$ cat src/rtl/regfile_wb_scoreboard_pkg.sv
// Shared pipeline definitions for the writeback path and the register-file scoreboard.
package regfile_wb_scoreboard_pkg;

    localparam int unsigned REG_ADDR_W = 5;
    localparam int unsigned DATA_W     = 32;
    localparam int unsigned NREGS      = 32;
    localparam int unsigned CNT_W      = 2;

    localparam logic [REG_ADDR_W-1:0] ZERO_REG = '0;
    localparam logic [CNT_W-1:0]      CNT_MAX  = '1;

    // Writeback bundle as produced by the WB stage.
    typedef struct packed {
        logic                  reg_write;
        logic [REG_ADDR_W-1:0] write_reg;
        logic [DATA_W-1:0]     write_data;
    } wb_bundle_t;

endpackage

$ cat src/rtl/regfile_wb_scoreboard_sb_counter.sv
// Saturating in-flight write counter: one increment and two independent decrements per cycle.
module sb_counter #(
    parameter int unsigned CNT_W = 2
) (
    input  logic             clk,
    input  logic             rst,
    input  logic             inc,
    input  logic             dec_a,
    input  logic             dec_b,
    output logic [CNT_W-1:0] count,
    output logic             nonzero
);

    localparam int unsigned      EW    = CNT_W + 2;
    localparam logic [EW-1:0]    MAX_E = EW'((1 << CNT_W) - 1);

    logic [EW-1:0] up_c;
    logic [EW-1:0] down_c;
    logic [EW-1:0] next_c;

    // Clamp the net delta into [0, max] instead of wrapping.
    always_comb begin
        up_c   = EW'(count) + EW'(inc);
        down_c = EW'(dec_a) + EW'(dec_b);
        next_c = '0;
        if (up_c >= down_c) begin
            next_c = up_c - down_c;
        end
        if (next_c > MAX_E) begin
            next_c = MAX_E;
        end
    end

    always_ff @(posedge clk) begin
        if (rst) begin
            count <= '0;
        end else begin
            count <= CNT_W'(next_c);
        end
    end

    assign nonzero = |count;

`ifndef SYNTHESIS
    always_ff @(posedge clk) begin
        if (!rst) begin
            assert (up_c >= down_c)
                else $error("sb_counter: decrement of an empty counter");
            assert ((up_c < down_c) || ((up_c - down_c) <= MAX_E))
                else $error("sb_counter: increment of a full counter");
        end
    end
`endif

endmodule

$ cat src/rtl/regfile_wb_scoreboard.sv
// Architectural register file with same-cycle WB bypass and a per-register pending-write scoreboard.
module regfile_wb_scoreboard
    import regfile_wb_scoreboard_pkg::*;
(
    input  logic                  clk,
    input  logic                  rst,
    input  logic                  wb_reg_write,
    input  logic [REG_ADDR_W-1:0] wb_write_reg,
    input  logic [DATA_W-1:0]     wb_write_data,
    input  logic [REG_ADDR_W-1:0] rs_addr,
    input  logic [REG_ADDR_W-1:0] rt_addr,
    input  logic                  rs_used,
    input  logic                  rt_used,
    output logic [DATA_W-1:0]     rs_data,
    output logic [DATA_W-1:0]     rt_data,
    input  logic                  id_issue,
    input  logic                  id_dest_valid,
    input  logic [REG_ADDR_W-1:0] id_dest_reg,
    input  logic                  kill_valid,
    input  logic [REG_ADDR_W-1:0] kill_reg,
    output logic                  stall,
    output logic                  issue_ready
);

    wb_bundle_t        wb;
    logic [DATA_W-1:0] regs [NREGS];
    logic [CNT_W-1:0]  cnt  [NREGS];
    logic [NREGS-1:0]  nz;
    logic              dest_full_c;

    assign wb = '{reg_write: wb_reg_write, write_reg: wb_write_reg, write_data: wb_write_data};

    always_ff @(posedge clk) begin
        if (rst) begin
            for (int i = 0; i < int'(NREGS); i++) begin
                regs[i] <= '0;
            end
        end else if (wb.reg_write && (wb.write_reg != ZERO_REG)) begin
            regs[wb.write_reg] <= wb.write_data;
        end
    end

    assign cnt[0] = '0;
    assign nz[0]  = 1'b0;

    for (genvar r = 1; r < int'(NREGS); r++) begin : g_cnt
        sb_counter #(
            .CNT_W (CNT_W)
        ) u_cnt (
            .clk     (clk),
            .rst     (rst),
            .inc     (id_issue && id_dest_valid && (id_dest_reg == REG_ADDR_W'(r))),
            .dec_a   (wb.reg_write && (wb.write_reg == REG_ADDR_W'(r))),
            .dec_b   (kill_valid && (kill_reg == REG_ADDR_W'(r))),
            .count   (cnt[r]),
            .nonzero (nz[r])
        );
    end

    function automatic logic wb_hits(input logic [REG_ADDR_W-1:0] a);
        return wb.reg_write && (wb.write_reg == a);
    endfunction

    function automatic logic [DATA_W-1:0] read_port(input logic [REG_ADDR_W-1:0] a);
        if (a == ZERO_REG) begin
            return '0;
        end
        return wb_hits(a) ? wb.write_data : regs[a];
    endfunction

    // A lone pending write retired by this cycle's WB is covered by the bypass.
    function automatic logic busy(input logic [REG_ADDR_W-1:0] a);
        return (a != ZERO_REG) && nz[a] && ((cnt[a] != CNT_W'(1)) || !wb_hits(a));
    endfunction

    always_comb begin
        rs_data     = read_port(rs_addr);
        rt_data     = read_port(rt_addr);
        dest_full_c = id_dest_valid && (id_dest_reg != ZERO_REG) &&
                      (cnt[id_dest_reg] == CNT_MAX) && !wb_hits(id_dest_reg);
        issue_ready = 1'b1;
        stall       = 1'b0;
        if (!rst) begin
            issue_ready = !dest_full_c;
            stall       = (rs_used && busy(rs_addr)) || (rt_used && busy(rt_addr)) || dest_full_c;
        end
    end

endmodule

$ cat config.mk
export PLATFORM = sky130hd
export DESIGN_NAME = regfile_wb_scoreboard
export DESIGN_NICKNAME = d
export VERILOG_FILES = /design/src/rtl/regfile_wb_scoreboard_pkg.sv /design/src/rtl/regfile_wb_scoreboard_sb_counter.sv /design/src/rtl/regfile_wb_scoreboard.sv
export SDC_FILE = /design/constraint.sdc
export NUM_CORES = 2
export LEC_CHECK = 0
export BUFFER_PORTS_ARGS = -buffer_cell sky130_fd_sc_hd__clkbuf_2
export CORE_MARGIN = 2
export CORE_UTILIZATION = 65
export CTS_BUF_LIST = sky130_fd_sc_hd__clkbuf_2 sky130_fd_sc_hd__clkbuf_4 sky130_fd_sc_hd__clkbuf_8
export DETAILED_ROUTE_END_ITERATION = 8
export PLACE_DENSITY = 0.82
export SYNTH_ARGS = -nofsm -noshare
export SYNTH_HDL_FRONTEND = slang
export SYNTH_HIERARCHICAL = 1
export SYNTH_SLANG_ARGS = --single-unit
$ cat constraint.sdc
create_clock -name clk -period 4.8 [get_ports clk]
set_input_delay 0.24 -clock clk [delete_from_list [all_inputs] [get_ports clk]]
set_output_delay 0.24 -clock clk [all_outputs]
set_load 0.05 [all_outputs]
* Word level (Yosys, flattened, before mapping)
Memories as Yosys holds them, arrays and structs flattened.
Cells that the tools add are included.
** Operators by class
- $add $sub $neg :: 93
- $lt $le $gt $ge :: 67
- Equality and inequality tests :: 99
- Multiplexer cells :: 93
- Bitwise operators :: 3
- Reductions and logical operators :: 153
** Operator list (count)
- 5-bit equality test (second input constant) :: 48
- 32-bit two-way mux :: 7
- 4-bit >= comparator :: 31
- 4-bit by 2-bit > comparator with 1-bit output (second input constant) :: 31
- 4-bit two-way mux :: 31
- 4-bit subtractor :: 31
- 5-bit by 4-bit equality test with 1-bit output (second input constant) :: 24
- 1-bit logical AND :: 107
- 2-bit by 1-bit adder with 3-bit output :: 31
- 2-bit two-way mux :: 37
- 1-bit by 1-bit adder with 2-bit output :: 31
- 2-bit OR reduction :: 31
- 5-bit by 3-bit equality test with 1-bit output (second input constant) :: 12
- 32-bit OR reduction :: 1
- 2-bit binary-select mux with 5-bit select :: 3
- 5-bit by 2-bit equality test with 1-bit output (second input constant) :: 6
- 5-bit nonzero test :: 4
- 6-bit >= comparator (second input constant) :: 3
- 5-bit inverter with 6-bit output :: 3
- 5-bit by 1-bit equality test with 1-bit output (second input constant) :: 3
- 5-bit equality test :: 3
- 5-bit by 6-bit less-than comparator with 1-bit output (second input constant) :: 2
- 1-bit two-way mux :: 12
- 1-bit binary-select mux with 5-bit select :: 2
- other kinds (6) :: 14
** Storage, ports and cells
- Register bits after elaboration :: 62
- RAM bits :: 1024
- Input port bits :: 65
- Output and inout bits :: 66
- Memories kept :: 1
** Memories
- regs :: words 32, width 32, rd ports 2, clocked after Yosys merged registers in 0, write ports 32, RTL line regfile_wb_scoreboard.sv:26 : logic [DATA_W-1:0] regs [NREGS];

* Logic depth before layout (Yosys ltp)
- Depth in word-level cells :: 11
- Depth in mapped cells :: 14

* By module
Netlist, hierarchy kept.
** Modules (own cells, without submodules)
- regfile_wb_scoreboard :: instances 1, cells each 3678, area each 57350.0 µm²
- sb_counter :: instances 31, cells each 21, area each 209.0 µm²

* Worst setup path after synthesis
Ideal clock, no wire load.
- Path kind :: input -> register
- From :: input wb_write_reg[1]
- To :: memory regs[15][0] (enable)
- Setup time :: 0.466 ns
- Arrival :: 3.488 ns
- Setup slack :: 0.846 ns
- Stages on the path :: 5
- Cell sequence :: clkbuf_1 nor2_1 a211o_1 clkbuf_1 o21ai_0
** RTL lines
- from (decl) :: RTL line regfile_wb_scoreboard.sv:8 : input logic [REG_ADDR_W-1:0] wb_write_reg,
- to (decl) :: RTL line regfile_wb_scoreboard.sv:26

* Worst setup path after layout
- From :: input rt_addr[3]
- To :: output rt_data[0]
** On the way
- Word-level cells in the longest chain between the ends :: 4
- Elaborated cells between the ends (all ways) :: 7
** Ends and longest elaborated chain
- from (decl) :: RTL line regfile_wb_scoreboard.sv:11 : input logic [REG_ADDR_W-1:0] rt_addr,
- branches (longest 3 deep; another with memory 32 x 32 bit)
- 32-bit two-way mux * :: RTL line regfile_wb_scoreboard.sv:68 : return wb_hits(a) ? wb.write_data : regs[a];
- to (decl) :: RTL line regfile_wb_scoreboard.sv:15 : output logic [DATA_W-1:0] rt_data,
Mark *: on every way between the ends.

==> impl_metrics.json <==
{
  "numCtsBuffers": 177,
  "place_congestion": 0.9131,
  "grt_max_degree": 106,
  "overflow": 0,
  "rows": 114,
  "track_usage_pct": 38.93,
  "wl_per_cell_um": 33.00,
  "whs_ns": 0.04376,
  "viasPerCell": 7.264,
  "fmax_ghz": 0.2619,
  "status": "finished clean",
  "ios": 131,
  "synth-edff-count": 1024,
  "path_clk_slew_ns": 0.06,
  "wirelength_mm": 191.4,
  "finalSetupViolations": 0,
  "fin_skew_ns": 0.01234,
  "cp.arrival_ns": 3.58,
  "area_delta_synth_final_pct": 8.986,
  "hold_path_depth": 2,
  "die_area_um2": 100700,
  "cts_sinks": 1086,
  "netlist_area_um2": 63830,
  "synth_seq_cells": 1086,
  "async_flop_share_pct": 0,
  "ir_worst_vdd_v": 0.0002323,
  "die_y_um": 317.4,
  "start_kind": "primary input",
  "rsz0062_at_grt": "no",
  "layout_common_cells": "1024 x edfxtp_1, 993 x and2_1, 675 x mux4_2, 197 x inv_1, 181 x clkbuf_8",
  "start_util_pct": 65.81,
  "dr.pass1.iters": 8,
  "dp_worst_setup_slack_ns": 1.137,
  "cts_root_buffer": "clkbuf_8",
  "vias": 42140,
  "crit_required_ns": 4.56,
  "cts_resized": 0,
  "clk_path_buf_depth": 3,
  "report.final.slew_viol_count": 0,
  "worstSkewPairLatency_ns": 0.88,
  "synthFlopType": "edfxtp_1",
  "core-area_um2": 96990,
  "critPathMaxFanout": 37,
  "ys_types": 51,
  "setup_tns_ns": 0,
  "antenna_found_initial": 15,
  "max_cap_violations": 0,
  "p_per_area_nw_per_um2": 341.9,
  "syn_avg_cell_area_um2": 14.74,
  "ant_nets": 0,
  "final.setup.worst_slack_ns": 0.9814,
  "path_class": "primary input to primary output",
  "drc": 0,
  "relSlewSlack_pct": 19.01,
  "final_nets": 4656,
  "dp_hpwl_mm": 113.7,
  "yosysWarnings": 6,
  "min_period_over_period_pct": 79.55,
  "drtIter0Drc": 7272,
  "port_buffers": 130,
  "fp.dieW_um": 317.4,
  "tightest_slew_ns": 1.212,
  "grt_pass1_vias": 42370,
  "period_needed_ns": 3.819,
  "r2r_cells": 9,
  "cts_tree": "built",
  "hold_viol_final": 0,
  "grt_pass1_wl_mm": 277.3,
  "drive_gt1_share_pct": 28.67,
  "critPathCaptureType": "primary output",
  "htree_levels": 4,
  "hold_class": "primary input to flop",
  "power.leakage_nw": 24.91,
  "final_common_cell": "edfxtp_1",
  "ys_seq_area_share_pct": 50.12,
  "synth_cells": 4329
}
## sequential cells by signal, summed over array words and instances (netlist names)
name	cells
g_cnt.u_cnt/count	62
regs	1024
## through the flow
| step | power, mW | cell area [µm²] | util, % | instances |
|---|---|---|---|---|
| after global placement | 15.65 | 66110 | 68.16 | 5470 |
| final | 23.79 | 69560 | 71.72 | 5801 |
| after detailed placement | 15.82 | 66110 | 68.16 | 5470 |
| after global routing | 24.45 | 69540 | 71.70 | 5792 |
| after CTS | 23.67 | 69530 | 71.69 | 5789 |
| after floorplan | 14.53 | 63940 | - | 4360 |
## power breakdown
| group | internal, mW | total [mW] | switching, mW |
|---|---|---|---|
| sequential | 11.0 | 11.5 | 0.494 |
| combinational | 1.89 | 4.27 | 2.38 |
| clock | 4.18 | 8.03 | 3.86 |
## worst max-delay path: stages
cell and delay [ns]:
buf_4 0.70, buf_4 0.79, or4_1 0.27, nor2_4 0.04, buf_4 0.31, a211oi_1 0.76
clkbuf_2 0.42
## metal layers
layer | share of wire [%] | up-vias | GRT usage, %
li1 | - | 16590 | -
met2 | 46 | 3785 | 58.84
met4 | 6.3 | 2 | 21.27
met5 | 0.0052 | - | 0
met1 | 33 | 20970 | 51.71
met3 | 15 | 787 | 11.17
## final cells by class
cell class,count,area (µm²)
clock inverter,78,479.2
sequential,1086,31990
inverter,199,752.0
antenna,12,30.03
tap,1276,1597
multi-input combinational,2668,29990
clock buffer,240,2934
timing repair buffer,242,1790
fill,6052,27430
## path summary, 6_finish.rpt
check | slack, ns | from | to
setup / recovery | 0.98 | rt_addr[3] | rt_data[0]
hold / removal | 0.04 | wb_write_data[10] | regs[28][10]
setup reg to reg | 2.54 | g_cnt[31].u_cnt/count[0] | g_cnt[31].u_cnt/count[0]
hold reg to reg | 0.92 | g_cnt[5].u_cnt/count[1] | g_cnt[5].u_cnt/count[1]
## Yosys cell counts, drive strengths merged (14+ instances only)
library cell	instances	area [µm²]
a211oi	65	488.0
a221oi	62	543.0
a31oi	14	87.58
and2	993	6212
buf	129	705.7
clkbuf	278	1044
dfxtp	62	1241
edfxtp	1024	30750
fa	62	1241
ha	155	1939
inv	198	743.2
mux2i	75	750.7
mux4	675	15200
nand2	44	165.2
nand3	59	295.3
nor2	181	679.4
nor2b	23	143.9
nor3b	44	330.3
o21a	31	232.7
o21ai	37	185.2
or2	36	225.2
## what timing repair did
| item | in CTS | in global routing |
|---|---|---|
| setup endpoints to repair | 0 | 0 |
| setup buffers | 0 | 0 |
| hold buffers | 1 | 0 |
| hold endpoints to repair | 19 | 0 |
## cell families (layout without fill, tap and decap cells)
family / count (synthesis) / in the layout / synth area share, %
adder cells (fa/ha/maj): 217 / 217 / 4.983
multiplexers: 753 / 753 / 25.05
buffers and inverters: 606 / 759 / 3.911
AO/OA/AOI/OAI: 222 / 222 / 2.590
AND/OR/NAND/NOR: 1429 / 1429 / 13.14
other: 1 / 44 / 0.005875
XOR/XNOR: 15 / 15 / 0.2058
flip-flops: 1086 / 1086 / 50.12
(Power assumes the default switching activity.)
